[src/rtl/tlul_pkg.sv]
// ---------------------------------------------------------------------------
// tlul_pkg
// Shared definitions for the TL-UL master-side protocol monitor:
//   - A/D channel opcode encodings used by the monitor
//   - expected_d_opcode(): response opcode that a given request must receive
//   - legal_a_opcode(): request opcodes the monitor accepts
//   - bit indices of the sticky violation vector (err_vec)
// No ports (package).
// ---------------------------------------------------------------------------
package tlul_pkg;

    // A-channel request opcodes
    localparam logic [2:0] OP_PUT_FULL_DATA    = 3'd0;
    localparam logic [2:0] OP_PUT_PARTIAL_DATA = 3'd1;
    localparam logic [2:0] OP_GET              = 3'd4;

    // D-channel response opcodes
    localparam logic [2:0] OP_ACCESS_ACK       = 3'd0;
    localparam logic [2:0] OP_ACCESS_ACK_DATA  = 3'd1;

    // Largest legal a_size (log2 of bytes) on a 32-bit bus
    localparam logic [3:0] MAX_A_SIZE = 4'd2;

    // err_vec bit map
    localparam int ERR_W          = 7;
    localparam int ERR_A_UNSTABLE = 0;
    localparam int ERR_D_NOT_BUSY = 1;
    localparam int ERR_D_OPCODE   = 2;
    localparam int ERR_D_SIZE     = 3;
    localparam int ERR_A_BUSY     = 4;
    localparam int ERR_OVERFLOW   = 5;
    localparam int ERR_TIMEOUT    = 6;

    function automatic logic [2:0] expected_d_opcode(input logic [2:0] a_opcode);
        if (a_opcode == OP_GET) begin
            return OP_ACCESS_ACK_DATA;
        end
        return OP_ACCESS_ACK;
    endfunction

    function automatic logic legal_a_opcode(input logic [2:0] a_opcode);
        return (a_opcode == OP_PUT_FULL_DATA) ||
               (a_opcode == OP_PUT_PARTIAL_DATA) ||
               (a_opcode == OP_GET);
    endfunction

endpackage

[src/rtl/tlul_monitor_src_table.sv]
// ---------------------------------------------------------------------------
// tlul_monitor_src_table
// Per-source-ID record of outstanding requests: {busy, opcode, size}.
// Ports:
//   master_clock_i / master_reset_i : clock, synchronous active-high reset
//   wr_en, wr_source, wr_opcode, wr_size : record a request (A fire)
//   clr_en, clr_source                    : retire a request (D fire)
//   rd_busy, rd_opcode, rd_size           : entry at clr_source before this edge
//   chk_busy                              : busy bit at wr_source before this edge
// A clear and a write to the same source on one edge leave the entry busy
// with the new request: the response retires the old one, the new one lands.
// ---------------------------------------------------------------------------
module tlul_monitor_src_table #(
    parameter int RS = 4
) (
    input  logic          master_clock_i,
    input  logic          master_reset_i,
    input  logic          wr_en,
    input  logic [RS-1:0] wr_source,
    input  logic [2:0]    wr_opcode,
    input  logic [3:0]    wr_size,
    input  logic          clr_en,
    input  logic [RS-1:0] clr_source,
    output logic          rd_busy,
    output logic [2:0]    rd_opcode,
    output logic [3:0]    rd_size,
    output logic          chk_busy
);

    localparam int DEPTH = 1 << RS;

    logic [DEPTH-1:0] busy_q;
    logic [2:0]       opcode_q [DEPTH];
    logic [3:0]       size_q   [DEPTH];

    assign rd_busy   = busy_q[clr_source];
    assign rd_opcode = opcode_q[clr_source];
    assign rd_size   = size_q[clr_source];
    assign chk_busy  = busy_q[wr_source];

    // Write is ordered after clear so a same-source handoff stays busy.
    always_ff @(posedge master_clock_i) begin
        if (master_reset_i) begin
            busy_q <= '0;
        end else begin
            if (clr_en) begin
                busy_q[clr_source] <= 1'b0;
            end
            if (wr_en) begin
                busy_q[wr_source] <= 1'b1;
            end
        end
    end

    // Payload is only meaningful while busy, so it needs no reset.
    always_ff @(posedge master_clock_i) begin
        if (wr_en && !master_reset_i) begin
            opcode_q[wr_source] <= wr_opcode;
            size_q[wr_source]   <= wr_size;
        end
    end

endmodule

[src/rtl/tlul_master_monitor.sv]
// ---------------------------------------------------------------------------
// tlul_master_monitor
// Passive TL-UL protocol checker on the master side of a link. Tracks each
// outstanding request by source ID, checks responses against the request,
// checks A-channel hold stability, bounds outstanding count and response
// latency, and reports sticky violation flags.
// Ports:
//   master_clock_i, master_reset_i : clock, synchronous active-high reset
//   master_a_*                     : observed A channel (all inputs)
//   master_d_*                     : observed D channel (all inputs)
//   outstanding_o                  : live outstanding-transaction count
//   err_vec_o                      : sticky violation flags (see tlul_pkg)
//   err_o                          : OR of err_vec_o
// ---------------------------------------------------------------------------
module tlul_master_monitor
    import tlul_pkg::*;
#(
    parameter int          AW      = 32,
    parameter int          RS      = 4,
    parameter logic [RS:0] MAX     = (RS+1)'(2),
    parameter logic [15:0] TIMEOUT = 16'd1024
) (
    input  logic              master_clock_i,
    input  logic              master_reset_i,

    input  logic [2:0]        master_a_opcode,
    input  logic [2:0]        master_a_param,
    input  logic [3:0]        master_a_size,
    input  logic [RS-1:0]     master_a_source,
    input  logic [AW-1:0]     master_a_address,
    input  logic [3:0]        master_a_mask,
    input  logic [31:0]       master_a_data,
    input  logic              master_a_corrupt,
    input  logic              master_a_valid,
    input  logic              master_a_ready,

    input  logic [2:0]        master_d_opcode,
    input  logic [1:0]        master_d_param,
    input  logic [3:0]        master_d_size,
    input  logic [RS-1:0]     master_d_source,
    input  logic              master_d_denied,
    input  logic [31:0]       master_d_data,
    input  logic              master_d_corrupt,
    input  logic              master_d_valid,
    input  logic              master_d_ready,

    output logic [RS:0]       outstanding_o,
    output logic [ERR_W-1:0]  err_vec_o,
    output logic              err_o
);

    localparam int          AFW       = 3 + 3 + 4 + RS + AW + 4 + 32 + 1;
    localparam logic [RS:0] COUNT_SAT = '1;

    logic             a_fire;
    logic             d_fire;
    logic [AFW-1:0]   a_fields;
    logic [AFW-1:0]   a_fields_q;
    logic             a_stall_q;
    logic [RS:0]      count_q;
    logic [RS:0]      count_next;
    logic [15:0]      wd_q;
    logic [15:0]      wd_next;
    logic [ERR_W-1:0] err_q;
    logic [ERR_W-1:0] err_set;

    logic             tbl_rd_busy;
    logic [2:0]       tbl_rd_opcode;
    logic [3:0]       tbl_rd_size;
    logic             tbl_chk_busy;

    // D-channel payload fields carry no protocol rule this monitor checks.
    logic             unused_d_fields;
    assign unused_d_fields = ^{master_d_param, master_d_denied,
                               master_d_data, master_d_corrupt};

    assign a_fire = master_a_valid & master_a_ready;
    assign d_fire = master_d_valid & master_d_ready;

    assign a_fields = {master_a_opcode, master_a_param, master_a_size,
                       master_a_source, master_a_address, master_a_mask,
                       master_a_data, master_a_corrupt};

    tlul_monitor_src_table #(
        .RS (RS)
    ) u_src_table (
        .master_clock_i (master_clock_i),
        .master_reset_i (master_reset_i),
        .wr_en          (a_fire),
        .wr_source      (master_a_source),
        .wr_opcode      (master_a_opcode),
        .wr_size        (master_a_size),
        .clr_en         (d_fire),
        .clr_source     (master_d_source),
        .rd_busy        (tbl_rd_busy),
        .rd_opcode      (tbl_rd_opcode),
        .rd_size        (tbl_rd_size),
        .chk_busy       (tbl_chk_busy)
    );

    always_comb begin
        count_next = count_q;
        if (a_fire && !d_fire && count_q != COUNT_SAT) begin
            count_next = count_q + 1'b1;
        end else if (d_fire && !a_fire && count_q != '0) begin
            count_next = count_q - 1'b1;
        end
    end

    // Watchdog measures time since the last response while anything is
    // outstanding; the count used is the one before this edge.
    always_comb begin
        wd_next = wd_q;
        if (d_fire || count_q == '0) begin
            wd_next = '0;
        end else if (wd_q != TIMEOUT) begin
            wd_next = wd_q + 16'd1;
        end
    end

    always_comb begin
        err_set = '0;
        err_set[ERR_A_UNSTABLE] =
            (a_stall_q && (!master_a_valid || a_fields != a_fields_q)) ||
            (master_a_valid && (!legal_a_opcode(master_a_opcode) ||
                                master_a_size > MAX_A_SIZE));
        err_set[ERR_D_NOT_BUSY] = d_fire && !tbl_rd_busy;
        err_set[ERR_D_OPCODE]   = d_fire && tbl_rd_busy &&
                                  (master_d_opcode != expected_d_opcode(tbl_rd_opcode));
        err_set[ERR_D_SIZE]     = d_fire && tbl_rd_busy &&
                                  (master_d_size != tbl_rd_size);
        // A response retiring the same source on this edge makes it free.
        err_set[ERR_A_BUSY]     = a_fire && tbl_chk_busy &&
                                  !(d_fire && master_d_source == master_a_source);
        err_set[ERR_OVERFLOW]   = count_next > MAX;
        err_set[ERR_TIMEOUT]    = !d_fire && count_q != '0 && wd_next == TIMEOUT;
    end

    // Clearing a_stall_q on reset means no hold check spans a reset edge.
    always_ff @(posedge master_clock_i) begin
        if (master_reset_i) begin
            count_q   <= '0;
            wd_q      <= '0;
            err_q     <= '0;
            a_stall_q <= 1'b0;
        end else begin
            count_q   <= count_next;
            wd_q      <= wd_next;
            err_q     <= err_q | err_set;
            a_stall_q <= master_a_valid & ~master_a_ready;
        end
    end

    always_ff @(posedge master_clock_i) begin
        a_fields_q <= a_fields;
    end

    assign outstanding_o = count_q;
    assign err_vec_o     = err_q;
    assign err_o         = |err_q;

endmodule

[config.mk]
export PLATFORM = sky130hd
export DESIGN_NAME = tlul_master_monitor
export DESIGN_NICKNAME = d
export VERILOG_FILES = /design/src/rtl/tlul_pkg.sv /design/src/rtl/tlul_monitor_src_table.sv /design/src/rtl/tlul_master_monitor.sv
export SDC_FILE = /design/constraint.sdc
export NUM_CORES = 1
export LEC_CHECK = 0
export ABC_AREA = 1
export CAP_MARGIN = 20
export CORE_UTILIZATION = 30
export CTS_CLUSTER_SIZE = 16
export DETAILED_ROUTE_END_ITERATION = 10
export PLACE_DENSITY = 0.6
export SYNTH_ARGS = -nofsm -noshare
export SYNTH_HDL_FRONTEND = slang
export SYNTH_SLANG_ARGS = --single-unit
[constraint.sdc]
create_clock -name master_clock_i -period 2.23 [get_ports master_clock_i]
set_input_delay 0.3345 -clock master_clock_i [delete_from_list [all_inputs] [get_ports master_clock_i]]
set_output_delay 0.3345 -clock master_clock_i [all_outputs]
set_load 0.02 [all_outputs]
==> reports/qor.yml <==
outcome: "complete, no violations"
first_iter_violations: 403
clkPwrFrac: 0.441
grt_antenna_before_repair: 0
rows: 67
fmax_mhz: 501
crit_type: "reg2out"
synth-compound-area-share: 0.0754
grt_start_max_net_pins: 31
synth_area_leaders: "edfxtp_1, dfxtp_1, nand2_1"
maxSlewHeadroom: 0.730
via_count: 8158
combPwrFrac: 0.102
clkTransAtPathRegs_ns: 0.06
grt_pass1_wl_mm: 42.0
yosysTopAreaCell: "edfxtp_1"
die_y_um: 187
synth_seq_area_share: 0.576
setup_violations: 0
max_stage_delay_ns: 0.66
max-vdd-ir-drop_v: 0.000561
required_ns: 1.90
final_hold_viol_count: 0
p_int_uw: 8050
final_nets: 1510
clkSinkCount: 240
postRouteAntennaNets: 0
numCtsBuffers: 26
synth_edf_count: 112
skew_ns: 0.0137
synthArstFlopShare: 0
crit_fanout: 6
synthAdderAreaFrac: 0.00608
synth_top_family_by_area: "simple AND/OR/NAND/NOR gates"
wl_per_cell_um: 14.1
grtUsageTotal: 0.150
period_share: 0.895
worst_skew_pair.late_latency_ns: 0.54
end_kind: "primary output"
finalPower_uw: 10500
synthCells: 1192
crit_arrival_ns: 1.66
pin_count: 149
drtPass1Iterations: 5
syn_area_mm2: 0.0103
crit_family: "buffers and inverters"
yosys_warnings: 0
rsz0062_at_grt: "no"
crit_chain: "clkdlybuf4s50_1"
viasPerCell: 4.44
drt-total-wl_mm: 26.0
hold-worst-slack_ns: 0.269
startpoint_type: "flop"
hpwl_mm: 19.0
die-area_mm2: 0.0351
drc: 0
power.leakage_uw: 0.00567
clock_tree.root_cell: "clkbuf_16"
die_x_um: 187
p_per_area_mw_per_mm2: 790
grt_pass1_vias: 8150
clockBufferDepth: 3
synth.distinct_cells: 40
area_growth_pct: 28.8
power_switching_uw: 2420
gp_congestion: 0.866
diodes: 0
netlist.area_leader.share: 0.327
core_area_mm2: 0.0336
pwr-share-seq: 0.457
syn_avg_cell_area_um2: 8.64
crit_slowest_cell: "clkdlybuf4s50_1"
syn_nets: 1333
drv_slew: 0
cts_tree: "done"
hold_buffers: 0
grt-ovfl-total: 0
worstMarginPinSlew_ns: 0.404
maxCapViolations: 0
synth-xor-area-share: 0.0213
path_buf_inv: 1
switching_share: 0.231
ys_ff_latch: 240
min_period_ns: 2.00
layout-drive-gt1-share: 0.100
worstHoldPathType: "in2reg"
ys.flop_type: "dfxtp_1"
utilization: 0.394
finalSetupTns_ns: 0
synth-simple-area-share: 0.256
port_buffers: 112
htreeDepth: 1
initial_core_util: 0.306
synth_mux_area_frac: 0
[synth_stat cells (3+ instances only)]
master / number
xnor2_1: 11
o311ai_0: 10
nor2_4: 3
nor4_1: 3
nor3_1: 13
dfxtp_1: 128
nand3_1: 45
inv_2: 7
buf_6: 9
nand4_1: 23
clkbuf_1: 4
ha_1: 5
nor3_2: 3
buf_2: 11
a31o_2: 4
o22ai_1: 21
a22o_1: 4
a22oi_1: 11
inv_1: 124
xor2_1: 14
nor2_1: 115
o21ai_0: 41
nor2_2: 5
a21oi_1: 14
nand2_2: 4
nand2_1: 425
edfxtp_1: 112
o21bai_1: 4
[path summary, 6_finish.rpt]
kind	cells past startpoint	start	slack, ns	to
worst min register to register	2	a_stall_q	0.45	err_vec_o[0]
worst max register to register	12	outstanding_o[0]	0.32	err_vec_o[5]
worst min-delay path	1	master_a_address[19]	0.27	a_fields_q[56]
worst max-delay path	1	outstanding_o[2]	0.23	outstanding_o[2]
[logic make-up after synthesis]
group,count (synthesis)
AO/OA/AOI/OAI,122
buffers and inverters,157
flip-flops,240
adder cells (fa/ha/maj),5
AND/OR/NAND/NOR,643
XOR/XNOR,25
[power by group through the flow]
stage	Sequential, uW	Combinational (uW)	Clock (uW)
6_report	4790	1070	4620
5_1_grt	4800	1190	4900
4_1_cts	4790	1080	4720
3_5_place_dp	4880	1070	0
3_3_place_gp	4880	1060	0
2_1_floorplan	4890	542	0
[worst register-to-register path, cell delays in order, from the launching register on]
cell and delay [ns]:
dfxtp_1 0.34, ha_1 0.21, inv_1 0.08, nor2_1 0.05, ha_1 0.18, nor2_2 0.14, nand2_1 0.15, nand2_1 0.14
o21ai_0 0.10, xor2_1 0.19, nand2_1 0.07, nand2_1 0.06, o211ai_1 0.08
[per-layer routing]
layer	up-vias	GRT usage	part of all wire	wire, um
met5	-	0	0	0
met4	0	0.0498	0.026	674
met3	49	0.0343	0.064	1660
met2	204	0.255	0.47	12200
met1	3653	0.186	0.44	11400
li1	4252	-	-	-
[stage by stage]
step                worst slack (ns)  std cells  instance area (um2)
floorplan                      0.383       1192                10300
global placement             0.00675       1789                12300
detailed placement            0.0368       1789                12300
CTS                           0.0104       1837                13300
global route                   0.102       1837                13300
finish                         0.234       1837                13300
[what timing repair did]
action	4_1_cts	5_1_grt
hold endpoints to repair	0	0
gates resized for setup	0	1
endpoints found under the setup margin	0	1
buffers inserted	0	0
[cell type report]
class / instances / area (um2)
Clock buffer: 34 / 721
Clock inverter: 14 / 214
Fill cell: 3331 / 20400
Inverter: 132 / 495
Multi-Input combinational cell: 795 / 3700
Sequential cell: 240 / 5930
Tap cell: 448 / 561
Timing Repair Buffer: 174 / 1650
[flip-flops by register name (all words and copies together) (netlist names)]
register / cells
u_src_table.size_q: 64
a_fields_q: 83
u_src_table.opcode_q: 48
wd_q: 16
err_vec_o: 7
u_src_table.busy_q: 16
outstanding_o: 5
a_stall_q: 1
[placed cells by master, fill, tap and decap left out, types with 13 or more instances in the layout]
| cell | instances |
|---|---|
| nand2_1 | 425 |
| dfxtp_1 | 128 |
| inv_1 | 124 |
| nor2_1 | 115 |
| edfxtp_1 | 112 |
| clkdlybuf4s50_1 | 110 |
| buf_4 | 57 |
| nand3_1 | 45 |
| o21ai_0 | 41 |
| clkbuf_16 | 26 |
| nand4_1 | 23 |
| o22ai_1 | 21 |
| a21oi_1 | 14 |
| xor2_1 | 14 |
| nor3_1 | 13 |
No activity file was read; power rests on OpenSTA's default activity.
